<file path="src/rtl/eprom_pkg.sv">
// Shared constants for the boot EPROM read controller.
// Bus widths, wait-counter width, FSM state encoding, address increment.
package eprom_pkg;

    localparam int EPROM_ADDR_W = 20;
    localparam int EPROM_DATA_W = 8;
    localparam int WAIT_CNT_W   = 4;

    localparam logic [2:0] ST_IDLE   = 3'd0;
    localparam logic [2:0] ST_SETUP  = 3'd1;
    localparam logic [2:0] ST_ACCESS = 3'd2;
    localparam logic [2:0] ST_HOLD   = 3'd3;
    localparam logic [2:0] ST_RESP   = 3'd4;

    function automatic logic [EPROM_ADDR_W-1:0] addr_inc(
        input logic [EPROM_ADDR_W-1:0] a
    );
        return a + 20'd1;
    endfunction

endpackage

</file>
<file path="src/rtl/eprom_wait_timer.sv">
// Loadable down-counter timing each EPROM bus phase.
// Ports: clk, reset, load, load_val -> done (count reached zero).
module eprom_wait_timer
    import eprom_pkg::*;
(
    input  logic                  clk,
    input  logic                  reset,
    input  logic                  load,
    input  logic [WAIT_CNT_W-1:0] load_val,
    output logic                  done
);

    logic [WAIT_CNT_W-1:0] cnt;

    always_ff @(posedge clk or posedge reset) begin
        if (reset) begin
            cnt <= '0;
        end else if (load) begin
            cnt <= load_val;
        end else if (cnt != '0) begin
            cnt <= cnt - 1'b1;
        end
    end

    assign done = (cnt == '0);

endmodule

</file>
<file path="src/rtl/eprom_read_ctrl.sv">
// Boot EPROM bus master: fetch requests -> timed _cs/_oe/addr cycles.
// Ports: req_* / rsp_* handshakes, _cs, _oe, addr, data. Macro: EPROM_PREFETCH_EN.
module eprom_read_ctrl
    import eprom_pkg::*;
#(
    parameter int T_SETUP  = 1,
    parameter int T_ACCESS = 2,
    parameter int T_HOLD   = 1
) (
    input  logic                    clk,
    input  logic                    reset,
    input  logic                    req_valid,
    input  logic [EPROM_ADDR_W-1:0] req_addr,
    output logic                    req_ready,
    output logic                    rsp_valid,
    output logic [EPROM_DATA_W-1:0] rsp_data,
    input  logic                    rsp_ready,
    output logic                    _cs,
    output logic                    _oe,
    output logic [EPROM_ADDR_W-1:0] addr,
    input  logic [EPROM_DATA_W-1:0] data
);

    if (T_SETUP < 1 || T_SETUP > 15 ||
        T_ACCESS < 1 || T_ACCESS > 15 ||
        T_HOLD < 1 || T_HOLD > 15) begin : g_bad_param
        $error("eprom_read_ctrl: wait states must be 1..15");
    end

    // Timer counts N-1 down to zero, so each phase lasts N cycles.
    localparam logic [WAIT_CNT_W-1:0] LD_SETUP  =
        WAIT_CNT_W'(T_SETUP - 1);
    localparam logic [WAIT_CNT_W-1:0] LD_ACCESS =
        WAIT_CNT_W'(T_ACCESS - 1);
    localparam logic [WAIT_CNT_W-1:0] LD_HOLD   =
        WAIT_CNT_W'(T_HOLD - 1);

    logic [2:0]            state;
    logic [2:0]            nstate;
    logic                  t_load;
    logic [WAIT_CNT_W-1:0] t_val;
    logic                  t_done;
    logic                  accept;
    logic                  rsp_fire;
    // Delays rsp_valid one edge past bus release.
    logic                  rsp_arm;

`ifdef EPROM_PREFETCH_EN
    logic                    is_pf;
    logic                    pf_valid;
    logic [EPROM_ADDR_W-1:0] pf_addr;
    logic [EPROM_DATA_W-1:0] pf_data;
    logic                    pf_hit;
    assign pf_hit = pf_valid && (req_addr == pf_addr);
`endif

    assign req_ready = (state == ST_IDLE);
    assign accept    = req_valid && req_ready;
    assign rsp_fire  = rsp_valid && rsp_ready;

    eprom_wait_timer u_timer (
        .clk      (clk),
        .reset    (reset),
        .load     (t_load),
        .load_val (t_val),
        .done     (t_done)
    );

    always_comb begin
        nstate = state;
        t_load = 1'b0;
        t_val  = '0;
        unique case (state)
            ST_IDLE: begin
                if (accept) begin
                    nstate = ST_SETUP;
                    t_load = 1'b1;
                    t_val  = LD_SETUP;
                end
            end
            ST_SETUP: begin
                if (t_done) begin
                    nstate = ST_ACCESS;
                    t_load = 1'b1;
                    t_val  = LD_ACCESS;
                end
            end
            ST_ACCESS: begin
                if (t_done) begin
                    nstate = ST_HOLD;
                    t_load = 1'b1;
                    t_val  = LD_HOLD;
                end
            end
            ST_HOLD: begin
                if (t_done) begin
`ifdef EPROM_PREFETCH_EN
                    if (!is_pf) begin
                        nstate = ST_SETUP;
                        t_load = 1'b1;
                        t_val  = LD_SETUP;
                    end else if (rsp_valid && !rsp_ready) begin
                        nstate = ST_RESP;
                    end else begin
                        nstate = ST_IDLE;
                    end
`else
                    nstate = ST_RESP;
`endif
                end
            end
            ST_RESP: begin
                if (rsp_fire) begin
                    nstate = ST_IDLE;
                end
            end
            default: nstate = ST_IDLE;
        endcase
    end

    always_ff @(posedge clk or posedge reset) begin
        if (reset) begin
            state     <= ST_IDLE;
            _cs       <= 1'b1;
            _oe       <= 1'b1;
            addr      <= '0;
            rsp_valid <= 1'b0;
            rsp_data  <= '0;
            rsp_arm   <= 1'b0;
`ifdef EPROM_PREFETCH_EN
            is_pf     <= 1'b0;
            pf_valid  <= 1'b0;
            pf_addr   <= '0;
            pf_data   <= '0;
`endif
        end else begin
            state   <= nstate;
            _cs     <= !(nstate inside {ST_SETUP, ST_ACCESS, ST_HOLD});
            _oe     <= (nstate != ST_ACCESS);
            rsp_arm <= 1'b0;
            if (rsp_fire) begin
                rsp_valid <= 1'b0;
            end
            if (rsp_arm) begin
                rsp_valid <= 1'b1;
            end
            if (accept) begin
`ifdef EPROM_PREFETCH_EN
                pf_valid <= 1'b0;
                if (pf_hit) begin
                    rsp_data  <= pf_data;
                    rsp_valid <= 1'b1;
                    addr      <= addr_inc(req_addr);
                    is_pf     <= 1'b1;
                end else begin
                    addr  <= req_addr;
                    is_pf <= 1'b0;
                end
`else
                addr <= req_addr;
`endif
            end
            if (state == ST_ACCESS && t_done) begin
`ifdef EPROM_PREFETCH_EN
                if (is_pf) begin
                    pf_data <= data;
                end else begin
                    rsp_data <= data;
                end
`else
                rsp_data <= data;
`endif
            end
            if (state == ST_HOLD && t_done) begin
`ifdef EPROM_PREFETCH_EN
                if (!is_pf) begin
                    rsp_arm <= 1'b1;
                    addr    <= addr_inc(addr);
                    is_pf   <= 1'b1;
                end else begin
                    pf_valid <= 1'b1;
                    pf_addr  <= addr;
                end
`else
                rsp_arm <= 1'b1;
`endif
            end
        end
    end

endmodule
</file>
<file path="config.mk">
export PLATFORM = sky130hd
export DESIGN_NAME = eprom_read_ctrl
export DESIGN_NICKNAME = d
export VERILOG_FILES = /design/src/rtl/eprom_pkg.sv /design/src/rtl/eprom_wait_timer.sv /design/src/rtl/eprom_read_ctrl.sv
export SDC_FILE = /design/constraint.sdc
export NUM_CORES = 1
export LEC_CHECK = 0
export CORE_MARGIN = 3
export CORE_UTILIZATION = 48
export CTS_BUF_LIST = sky130_fd_sc_hd__clkbuf_8
export DETAILED_ROUTE_END_ITERATION = 6
export GPL_TIMING_DRIVEN = 0
export PLACE_DENSITY = 0.95
export SYNTH_ARGS = -nofsm -noshare
export SYNTH_HDL_FRONTEND = slang
export SYNTH_SLANG_ARGS = --single-unit
</file>
<file path="constraint.sdc">
create_clock -name clk -period 5.6 [get_ports clk]
set_clock_uncertainty 0.15 [all_clocks]
set_input_delay 0.56 -clock clk [delete_from_list [all_inputs] [get_ports clk]]
set_output_delay 0.56 -clock clk [all_outputs]
set_load 0.01 [all_outputs]
</file>
; After elaboration in Yosys (flattened, before gate mapping)
; Cells that the tools add are included.
[word_totals]
n_memories = 0
ff_bits = 39
rom_bits = 0
mem_bits_rw = 0
latchBits = 0
wordCells = 45
[classes]
bitwise = 0
n_reduce_logical = 12
shift = 0
add_sub_neg = 1
n_div = 0
multipliers = 0
n_lt_le_gt_ge = 0
n_eq_ne = 8
muxes = 16
[ops]
columns = operator, n
row1 = $mux W3, 5
row2 = $pmux W3 S5, 1
row3 = $eq A3 B2 Y1 const B, 4
row4 = $mux W4, 2
row5 = $mux W1, 7
row6 = $eq A3 B1 Y1 const B, 2
row7 = $logic_and A1 B1 Y1, 4
row8 = $logic_not A4 Y1, 1
row9 = $reduce_bool A2 Y1, 2
row10 = $reduce_bool A4 Y1, 1
row11 = $sub A4 B1 Y4 const B, 1
row12 = $eq A3 B3 Y1 const B, 1
row13 = $logic_not A3 Y1, 1
row14 = $ne A3 B2 Y1 const B, 1
row15 = $reduce_bool A3 Y1, 1
row16 = $pmux W1 S2, 1
row17 = $reduce_or A2 Y1, 1
row18 = $logic_not A1 Y1, 1

; Logic depth before layout (Yosys ltp)
; Gate-level depths: netlist of run 1.
[logic_depth]
ltp_word = 7
mapped_depth = 7
depth_no_buf = 5

; By module
; From an unflattened synthesis of run 1, not the netlist that was laid out.
[hier_totals]
hier_cells = 115
hier_area_um2 = 1676.6
[by_module_without_submodules]
columns = mod, cells_each, instances, area_per_inst_um2
row1 = eprom_read_ctrl, 92, 1, 1440.1
row2 = eprom_wait_timer, 23, 1, 236.5

; Worst setup path before layout of run 1
; Ideal clock, no wire load.
[synth_path]
kind = reg2reg
start = register u_timer.cnt[0]
end = register rsp_data[0]
period_less_slack_ns = 2.262
arrival_time_ns = 1.987
setup_ns = 0.125
path_stages_with_launch = 8
slack_ns = 3.338
cell_sequence = dfrtp_1 -> inv_1 -> ha_1 -> or3b_1 -> buf_2 -> or4_4 -> buf_6 -> mux2_4
[synth_between]
elab_chain_cells = 2
[synth_rtl]
columns = item, line_no
row1 = "start, declared", eprom_wait_timer.sv:13  ; logic [WAIT_CNT_W-1:0] cnt;
row2 = "start signal, assigned", eprom_wait_timer.sv:19  ; cnt <= load_val;
row3 = "start signal, assigned", eprom_wait_timer.sv:21  ; cnt <= cnt - 1'b1;
row4 = $logic_not A4 Y1, eprom_wait_timer.sv:25  ; assign done = (cnt == '0);
row5 = $logic_and A1 B1 Y1, eprom_read_ctrl.sv:163  ; if (state == ST_ACCESS && t_done) begin
row6 = "end signal, assigned", eprom_read_ctrl.sv:171  ; rsp_data <= data;
row7 = "end, declared", eprom_read_ctrl.sv:16  ; output logic [EPROM_DATA_W-1:0] rsp_data,
; No other way between the ends.
; A chain may end at the register's enable or synchronous reset.

; Worst setup path after layout of run 1
[layout_path]
start = input port req_valid
end = register addr[9]
[layout_between]
elab_chain_cells = 1
[layout_rtl]
columns = item, line_no
row1 = "start, declared", eprom_read_ctrl.sv:12  ; input logic req_valid,
row2 = $logic_and A1 B1 Y1, eprom_read_ctrl.sv:58  ; assign accept = req_valid && req_ready;
row3 = "end signal, assigned", eprom_read_ctrl.sv:160  ; addr <= req_addr;
row4 = "end, declared", eprom_read_ctrl.sv:20  ; output logic [EPROM_ADDR_W-1:0] addr,
; No other way between the ends.

==> results of run 1 <==
worst max-delay path: stages:
cell             delay [ns]
clkdlybuf4s50_1        0.53
nor2b_1                0.18
nor3b_1                0.62
buf_2                  0.37
mux2_2                 0.37
synthesized netlist by cell type, drive strengths merged:
| master | instances |
|---|---|
| dfrtp | 37 |
| mux2 | 28 |
| inv | 6 |
| nor3 | 5 |
| buf | 4 |
| clkbuf | 3 |
| nor2 | 3 |
| nor3b | 3 |
| o21ai | 3 |
| a21o | 2 |
| a21oi | 2 |
| dfstp | 2 |
| mux2i | 2 |
| nand2 | 2 |
| nand3 | 2 |
| a211oi | 1 |
| a221oi | 1 |
| a311o | 1 |
| a41o | 1 |
| and4b | 1 |
| ha | 1 |
| nand2b | 1 |
| nand3b | 1 |
| nor2b | 1 |
| nor4 | 1 |
| o22ai | 1 |
| or3b | 1 |
| or4 | 1 |
cell families (layout without fill, tap and decap cells):
logic type,count (synthesis),in the layout,synth area share (%)
buffers and inverters,13,84,3.681
adders and majority gates,1,1,0.7667
muxes,30,30,22.39
AOI/OAI and AO/OA,12,12,5.061
and+or+nand+nor,22,22,8.130
DFF,39,39,59.97
power groups by stage:
stage / combinational [mW] / clock (mW) / sequential (mW)
6_report: 0.640 / 0.201 / 0.499
5_1_grt: 0.691 / 0.218 / 0.517
4_1_cts: 0.646 / 0.204 / 0.500
3_5_place_dp: 0.642 / 0 / 0.504
3_3_place_gp: 0.611 / 0 / 0.488
2_1_floorplan: 0.275 / 0 / 0.544
registers in the layout (all words and copies together) (netlist names):
| signal | cells |
|---|---|
| state | 3 |
| rsp_arm | 1 |
| u_timer.cnt | 4 |
| rsp_data | 8 |
| _oe | 1 |
| addr | 20 |
| _cs | 1 |
| rsp_valid | 1 |
how the worst max path moves through the flow:
| stage | start | end | slack, ns | depth (start not counted) |
|---|---|---|---|---|
| after floorplan | u_timer.cnt[0] | rsp_data[0] | 3.34 | 7 |
| after global placement | req_valid | addr[9] | 2.81 | 5 |
| after detailed placement | req_valid | addr[3] | 2.72 | 5 |
| after CTS | req_valid | addr[9] | 3.01 | 5 |
| after global routing | req_valid | addr[11] | 2.85 | 5 |
| final | req_valid | addr[9] | 2.99 | 5 |
metal layers:
| metal | part of all wire, % | up-vias | track usage, % | routed length [um] |
|---|---|---|---|---|
| met2 | 53 | 62 | 36.34 | 1944 |
| met3 | 8.2 | 12 | 6.503 | 304 |
| met1 | 36 | 576 | 20.82 | 1349 |
| met5 | 0 | - | 0 | 0 |
| met4 | 2.8 | 0 | 9.235 | 104 |
| li1 | - | 550 | - | - |
area by class of cell:
cell class	count	share of cell area, %
multi-input cells	65	24.53
plain buffers	7	1.553
clock inverters	1	0.1553
flip-flops and latches	39	40.48
well taps	44	2.277
clock buffers	7	3.986
inverters	6	0.9317
repair buffers	63	26.09
metrics by stage:
step                      hold slack [ns]  cells  worst slack (ns)
after global placement             0.2594    224             2.813
after detailed placement           0.2631    224             2.715
after CTS                          0.2790    232             3.009
final                              0.2775    232             2.988
after floorplan                    0.2544    117             3.338
after global routing               0.2974    232             2.850
==> impl_metrics.env, run 1 <==
export IMPL_insertion_delay_ns=0.28
export IMPL_r2r_start="u_timer.cnt[0]"
export IMPL_worstHoldStart="rsp_arm"
export IMPL_ys_seq_elements=39
export IMPL_synthCells=117
export IMPL_finalSetupViolCount=0
export IMPL_dpl_cell_area_um2=2317
export IMPL_cts_setup_buffers=0
export IMPL_hold_path_cell_count=1
export IMPL_first_pass_iters=4
export IMPL_seqPwrFrac_pct=37.3
export IMPL_fillers=213
export IMPL_numPortBuffers=63
export IMPL_drt_iter0_markers=32
export IMPL_grt_pass1_wl_mm=6.403
export IMPL_post_route_min_period_ns=2.612
export IMPL_final_area_um2=2417
export IMPL_swShare_pct=31.55
export IMPL_rsz0062_at_grt="no"
export IMPL_fp_dieW_um=64.30
export IMPL_ios=64
export IMPL_regArea_um2=978.4
export IMPL_r2r_cells=7
export IMPL_totalWireLength_mm=3.702
export IMPL_cts_tree="built"
export IMPL_grt_pass1_vias=1381
export IMPL_cts_buffer_depth=2
export IMPL_routabilityCongestion=0.8535
export IMPL_drive_gt1_share_pct=22.87
export IMPL_pwr_share_clk_pct=15.0
export IMPL_cp_start_kind="primary input"
export IMPL_rows=20
export IMPL_core_area_um2=3153
export IMPL_p_switching_mw=0.4225
export IMPL_n_antenna_cell=0
export IMPL_clkSinkCount=39
export IMPL_hold_buffers=0
export IMPL_cts_resized_gates=0
export IMPL_clk_pin_slew_ns=0.07
export IMPL_numCtsBuffers=5
export IMPL_syn_num_nets=150
export IMPL_cts_root_buf="clkbuf_8"
export IMPL_vias_per_cell=5.172
export IMPL_final_common_cell="clkdlybuf4s50_1"
export IMPL_synth_area_um2=1632
export IMPL_ys_seq_area_share_pct=59.97
export IMPL_multi_input_area_um2=593.1
export IMPL_cp_max_fo=10
export IMPL_grt_total_usage_pct=20.07
export IMPL_drv_cap=0
export IMPL_synth_area_top_cells="dfrtp_1 (57%), mux2_2 (14%), mux2_4 (7.4%)"
export IMPL_drc=0
export IMPL_max_freq_ghz=0.3828
export IMPL_synth_top_area_share_pct=56.75
export IMPL_power_total_mw=1.339
export IMPL_path_class="in2reg"
export IMPL_p_leak_nw=1.062
export IMPL_combPwrFrac_pct=47.8
export IMPL_postLayoutCoreUtil_pct=76.67
export IMPL_slew_violations=0
export IMPL_synth_cell_types=30
export IMPL_grt_remaining_overflow=0
export IMPL_synth_largest_area_cell="dfrtp_1"
export IMPL_holdPathEnd="rsp_valid"
export IMPL_start_util_pct=51.75
export IMPL_hold_viol=0
export IMPL_r2r_slack_ns=3.17
export IMPL_nets=220
export IMPL_min_path_type="reg2reg"
export IMPL_endpoint_kind="flip-flop"
export IMPL_fp_dieH_um=64.30
export IMPL_worst_pin_slew_ns=0.7820
export IMPL_internal_power_mw=0.9167
export IMPL_avgSynthCellArea_um2=13.95
export IMPL_antenna_found_initial=0
export IMPL_vias=1200
export IMPL_p_per_area_nw_per_um2=554.0
export IMPL_yosysWarnings=0
export IMPL_h_tree_depth=2
export IMPL_wl_per_cell_um=15.96
export IMPL_finalSetupTns_ns=0
export IMPL_antenna_left=0
export IMPL_cp_data_required_time_ns=5.62
export IMPL_grt_max_degree=40
export IMPL_mostFrequentLayoutCells="clkdlybuf4s50_1 (63), dfrtp_1 (37), mux2_2 (20)"
export IMPL_finalCritPeriodShare_pct=46.64
export IMPL_fp_dieArea_um2=4134
export IMPL_area_growth_pct=48.16
export IMPL_r2r_end="rsp_data[7]"
export IMPL_cp_arrival_ns=2.63
export IMPL_irDropWorstVdd_v=0.0003728
export IMPL_status="finished, final reports clean"
export IMPL_timing_slew_headroom_pct=47.79
export IMPL_dp_hpwl_mm=2.851
(Power assumes the default switching activity.)
==> run 2, diff against run 1 <==
Settings changed: CORE_UTILIZATION 48 to 45, PLACE_DENSITY 0.95 to 0.93.
Clock period 5.6 ns to 2.6 ns, I/O delays scaled along.
==> run 2 against run 1 <==
Compared with the run above:
- register-to-register slack worse by 3.0 ns
- via count is 1.4% lower
- first-iteration DRC count is 75% higher
- global-route usage is 1.9 points lower
- total power is 120% higher
- critical endpoint is now rsp_data[1]
- utilization is 5.8 points lower
- clock-buffer cell count stayed put
- critical path depth is 2 higher
- combinational power is 120% higher
- design area is 0.10% higher
- sequential share of layout area hardly changed
- worst setup slack worse by 2.8 ns
- largest power group unchanged
==> impl_metrics.env, run 2 (synthesis gave the netlist of run 1 again) <==
export IMPL_max_freq_ghz=0.4120
export IMPL_cp_data_required_time_ns=2.62
export IMPL_cp_max_fo=9
export IMPL_power_total_mw=2.891
export IMPL_largest_reg_flops=20
export IMPL_multi_input_area_um2=593.1
export IMPL_n_antenna_cell=0
export IMPL_cp_num_buf_inv=3
export IMPL_drv_cap=0
export IMPL_antenna_found_initial=0
export IMPL_start_util_pct=47.77
export IMPL_grt_remaining_overflow=0
export IMPL_grt_total_usage_pct=18.20
export IMPL_pwr_share_clk_pct=15.2
export IMPL_clk_pin_slew_ns=0.07
export IMPL_irDropWorstVdd_v=0.0006229
export IMPL_first_pass_iters=4
export IMPL_cts_resized_gates=0
export IMPL_cts_tree="built"
export IMPL_finalSetupViolCount=0
export IMPL_hold_buffers=0
export IMPL_numPortBuffers=63
export IMPL_antenna_left=0
export IMPL_crit_start="u_timer.cnt[0]"
export IMPL_grt_pass1_wl_mm=5.782
export IMPL_cp_arrival_ns=2.45
export IMPL_slowest_delay_ns=0.44
export IMPL_cts_root_buf="clkbuf_8"
export IMPL_h_tree_depth=2
export IMPL_swShare_pct=31.73
export IMPL_mostFrequentLayoutCells="clkdlybuf4s50_1 (63), dfrtp_1 (37), mux2_2 (20)"
export IMPL_p_switching_mw=0.9172
export IMPL_wl_per_cell_um=16.15
export IMPL_final_common_cell="clkdlybuf4s50_1"
export IMPL_p_per_area_nw_per_um2=1195
export IMPL_status="finished, final reports clean"
export IMPL_fp_dieH_um=66.22
export IMPL_timing_slew_headroom_pct=47.28
export IMPL_totalWireLength_mm=3.778
export IMPL_vias=1183
export IMPL_worst_slack_ns=0.1728
export IMPL_grt_max_degree=40
export IMPL_r2r_start="u_timer.cnt[0]"
export IMPL_vias_per_cell=5.056
export IMPL_numCtsBuffers=5
export IMPL_hold_viol=0
export IMPL_post_place_ws_ns=0.04909
export IMPL_drt_iter0_markers=56
export IMPL_endpoint_kind="flip-flop"
export IMPL_rows=21
export IMPL_critPathSlowestCell="dfrtp_1"
export IMPL_post_route_min_period_ns=2.427
export IMPL_regArea_um2=978.4
export IMPL_path_cells="inv_1 -> ha_1 -> or3b_1 -> buf_2 -> or4_4 -> buf_6 -> mux2_4"
export IMPL_cts_buffer_depth=2
export IMPL_grt_pass1_vias=1259
export IMPL_cp_start_kind="flip-flop"
export IMPL_routabilityCongestion=0.7682
export IMPL_slew_violations=0
export IMPL_combPwrFrac_pct=47.6
export IMPL_min_path_type="in2async"
export IMPL_area_growth_pct=48.31
export IMPL_worst_pin_slew_ns=0.7897
export IMPL_p_leak_nw=1.062
export IMPL_path_class="reg2reg"
export IMPL_clkSinkCount=39
export IMPL_largestRegisters="addr x20, rsp_data x8, u_timer.cnt x4"
export IMPL_fillers=237
export IMPL_top_register="addr"
export IMPL_drc=0
export IMPL_path_delay_family="simple AND/OR/NAND/NOR gates"
export IMPL_finalSetupTns_ns=0
export IMPL_rsz0062_at_grt="no"
export IMPL_seqPwrFrac_pct=37.2
export IMPL_ios=64
export IMPL_fp_dieArea_um2=4384
export IMPL_internal_power_mw=1.974
export IMPL_fp_dieW_um=66.22
export IMPL_insertion_delay_ns=0.29
export IMPL_core_area_um2=3416
export IMPL_cts_setup_buffers=0
export IMPL_nets=220
export IMPL_finalCritPeriodShare_pct=93.35
export IMPL_dp_hpwl_mm=2.795
export IMPL_drive_gt1_share_pct=22.87
run 2: cell counts in the layout (fill, tap and decap cells not counted):
Identical to the previous run, type by type.
run 2: power groups by stage:
stage / logic [mW] / clock network, mW / registers, mW
detailed placement: 1.37 / 0 / 1.09
CTS: 1.39 / 0.444 / 1.08
floorplan: 0.593 / 0 / 1.17
global placement: 1.32 / 0 / 1.06
global route: 1.48 / 0.464 / 1.11
finish: 1.38 / 0.439 / 1.08
run 2: metal layers:
layer / wire [um] / vias to the layer above / track usage (%)
met1: 1406 / 588 / 18.72
met3: 206 / 6 / 6.293
met5: 0 / - / 0
met2: 2115 / 35 / 32.47
li1: - / 554 / -
met4: 50 / 0 / 8.883
run 2: path summary, 6_finish.rpt:
path / slack, ns / endpoint / cells after the start
max: 0.17 / rsp_data[1] / 7
min: 0.29 / rsp_data[4] / 2
max reg2reg: 0.17 / rsp_data[1] / 7
min reg2reg: 0.29 / rsp_valid / 1
max in group asynchronous: 1.51 / rsp_arm / 2
min in group clk: 0.29 / rsp_valid / 1
run 2: stage by stage:
stage / instances / area, um^2 / utilization (%) / hold slack [ns]
final: 234 / 2420 / 70.84 / 0.2878
after global placement: 226 / 2320 / 67.91 / 0.2569
after global routing: 234 / 2420 / 70.84 / 0.3216
after floorplan: 117 / 1632 / - / 0.2544
after CTS: 234 / 2420 / 70.84 / 0.2936
after detailed placement: 226 / 2320 / 67.91 / 0.2816
run 2: area by class of cell:
cell class / instances / share of cell area [%]
sequential: 39 / 40.43
timing repair buffer: 63 / 26.06
multi-input combinational: 65 / 24.51
clock buffer: 7 / 3.981
tap: 46 / 2.378
buffer: 7 / 1.551
inverter: 6 / 0.9307
clock inverter: 1 / 0.1551
==> run 3, diff against run 2 <==
==> constraint.sdc (replaced) <==
create_clock -name clk -period 2.6 [get_ports clk]
set_clock_uncertainty 0.15 [all_clocks]
set_input_delay 0.78 -clock clk [delete_from_list [all_inputs] [get_ports clk]]
set_output_delay 0.78 -clock clk [all_outputs]
set_load 0.01 [all_outputs]
==> run 3 against run 2 <==
Compared with the run above:
- via count is 1.0% lower
- clock-buffer cell count stayed put
- utilization increased by 0.33 points
- die area unchanged
- first-iteration DRC count rose by 41%
- sequential power hardly changed
- critical path type is now in2reg
==> impl_metrics.env, run 3 (synthesis gave the netlist of run 1 again) <==
export IMPL_grt_max_degree=40
export IMPL_irDropWorstVdd_v=0.0006225
export IMPL_power_total_mw=2.897
export IMPL_hold_path_cell_count=1
export IMPL_drc=0
export IMPL_cts_setup_buffers=0
export IMPL_numCtsBuffers=5
export IMPL_numPortBuffers=63
export IMPL_vias_per_cell=5.004
export IMPL_status="finished, final reports clean"
export IMPL_max_freq_ghz=0.4005
export IMPL_cts_root_buf="clkbuf_8"
export IMPL_path_cells="clkdlybuf4s50_1 -> nor2b_1 -> nor3b_4 -> buf_2 -> mux2_2"
export IMPL_antenna_left=0
export IMPL_largest_reg_flops=20
export IMPL_r2r_slack_ns=0.17
export IMPL_drive_gt1_share_pct=23.94
export IMPL_h_tree_depth=2
export IMPL_p_leak_nw=1.071
export IMPL_nets=220
export IMPL_fp_dieH_um=66.22
export IMPL_cp_arrival_ns=2.52
export IMPL_totalWireLength_mm=3.808
export IMPL_critPathSlowestCell="clkdlybuf4s50_1"
export IMPL_insertion_delay_ns=0.29
export IMPL_dpl_cell_area_um2=2320
export IMPL_drv_cap=0
export IMPL_clkSinkCount=39
export IMPL_p_per_area_nw_per_um2=1191
export IMPL_fp_dieArea_um2=4384
export IMPL_cp_start_kind="primary input"
export IMPL_start_util_pct=47.77
export IMPL_endpoint_kind="flip-flop"
export IMPL_path_class="in2reg"
export IMPL_swShare_pct=31.83
export IMPL_seqPwrFrac_pct=37.2
export IMPL_wl_per_cell_um=16.27
export IMPL_antenna_found_initial=0
export IMPL_rows=21
export IMPL_worstHoldStart="rsp_arm"
export IMPL_slowest_delay_ns=0.51
export IMPL_postLayoutCoreUtil_pct=71.17
export IMPL_internal_power_mw=1.974
export IMPL_n_antenna_cell=0
export IMPL_finalNonFillerCells=234
export IMPL_finalSetupTns_ns=0
export IMPL_post_route_min_period_ns=2.497
export IMPL_grt_remaining_overflow=0
export IMPL_r2r_cells=7
export IMPL_top_register="addr"
export IMPL_grt_pass1_vias=1258
export IMPL_timing_slew_headroom_pct=47.58
export IMPL_area_growth_pct=49.00
export IMPL_first_pass_iters=4
export IMPL_final_area_um2=2431
export IMPL_fp_dieW_um=66.22
export IMPL_cp_data_required_time_ns=2.62
export IMPL_post_place_ws_ns=-0.4709
export IMPL_cp_max_fo=10
export IMPL_vias=1171
export IMPL_hold_buffers=0
export IMPL_dp_cells=226
export IMPL_r2r_start="u_timer.cnt[0]"
export IMPL_min_path_type="reg2reg"
export IMPL_holdPathEnd="rsp_valid"
export IMPL_grt_total_usage_pct=18.20
export IMPL_cts_tree="built"
export IMPL_cts_buffer_depth=2
export IMPL_pwr_share_clk_pct=15.1
export IMPL_core_area_um2=3416
export IMPL_r2r_end="rsp_data[1]"
export IMPL_hold_viol=0
export IMPL_final_common_cell="clkdlybuf4s50_1"
export IMPL_grt_pass1_wl_mm=5.782
export IMPL_worst_pin_slew_ns=0.7852
export IMPL_mostFrequentLayoutCells="clkdlybuf4s50_1 (62), dfrtp_1 (37), mux2_2 (20)"
export IMPL_routabilityCongestion=0.7682
export IMPL_drt_iter0_markers=79
export IMPL_slew_violations=0
export IMPL_finalCritPeriodShare_pct=96.02
export IMPL_clk_pin_slew_ns=0.07
export IMPL_holdWs_ns=0.2991
export IMPL_finalSetupViolCount=0
export IMPL_ios=64
export IMPL_combPwrFrac_pct=47.7
export IMPL_worst_slack_ns=0.1034
export IMPL_largestRegisters="addr x20, rsp_data x8, u_timer.cnt x4"
export IMPL_dp_hpwl_mm=2.795
export IMPL_p_switching_mw=0.9221
## run 3: worst max-delay path by stage
stage,cells past startpoint,start,slack (ns),end
final,5,req_valid,0.10,addr[11]
after floorplan,7,u_timer.cnt[0],0.34,rsp_data[0]
after detailed placement,5,req_valid,-0.47,addr[11]
after CTS,5,req_valid,0.06,addr[11]
after global routing,5,req_valid,-0.002,addr[11]
after global placement,5,req_valid,-0.40,addr[10]
## run 3: what timing repair did
item	in CTS	in global routing
pin swaps	0	0
setup endpoints to repair	18	15
hold endpoints to repair	0	0
gates resized for setup	3	1
## run 3: area by class of cell
type | instances | area (um^2)
buffer | 7 | 38.79
clock buffer | 7 | 96.34
clock inverter | 1 | 3.754
fill | 234 | 984.7
inverter | 6 | 22.52
multi-input combinational | 65 | 604.3
sequential | 39 | 978.4
tap | 46 | 57.56
timing repair buffer | 63 | 629.4
## run 3: per-layer routing
metal / GRT usage (%) / part of all wire (%)
met3: 6.293 / 5.0
met4: 8.883 / 1.7
met2: 31.97 / 56
met5: 0 / 0
met1: 19.16 / 37
## run 3: critical path: cells and delay by family
family,cells,cell delay [ns]
muxes,1,0.38
buffers and inverters,2,0.82
and+or+nand+nor,2,0.54
## run 3: power groups by stage
stage	registers, mW	clock network [mW]	logic [mW]
floorplan	1.17	0	0.593
global placement	1.06	0	1.32
detailed placement	1.09	0	1.37
CTS	1.08	0.444	1.39
global route	1.11	0.464	1.49
finish	1.08	0.438	1.38
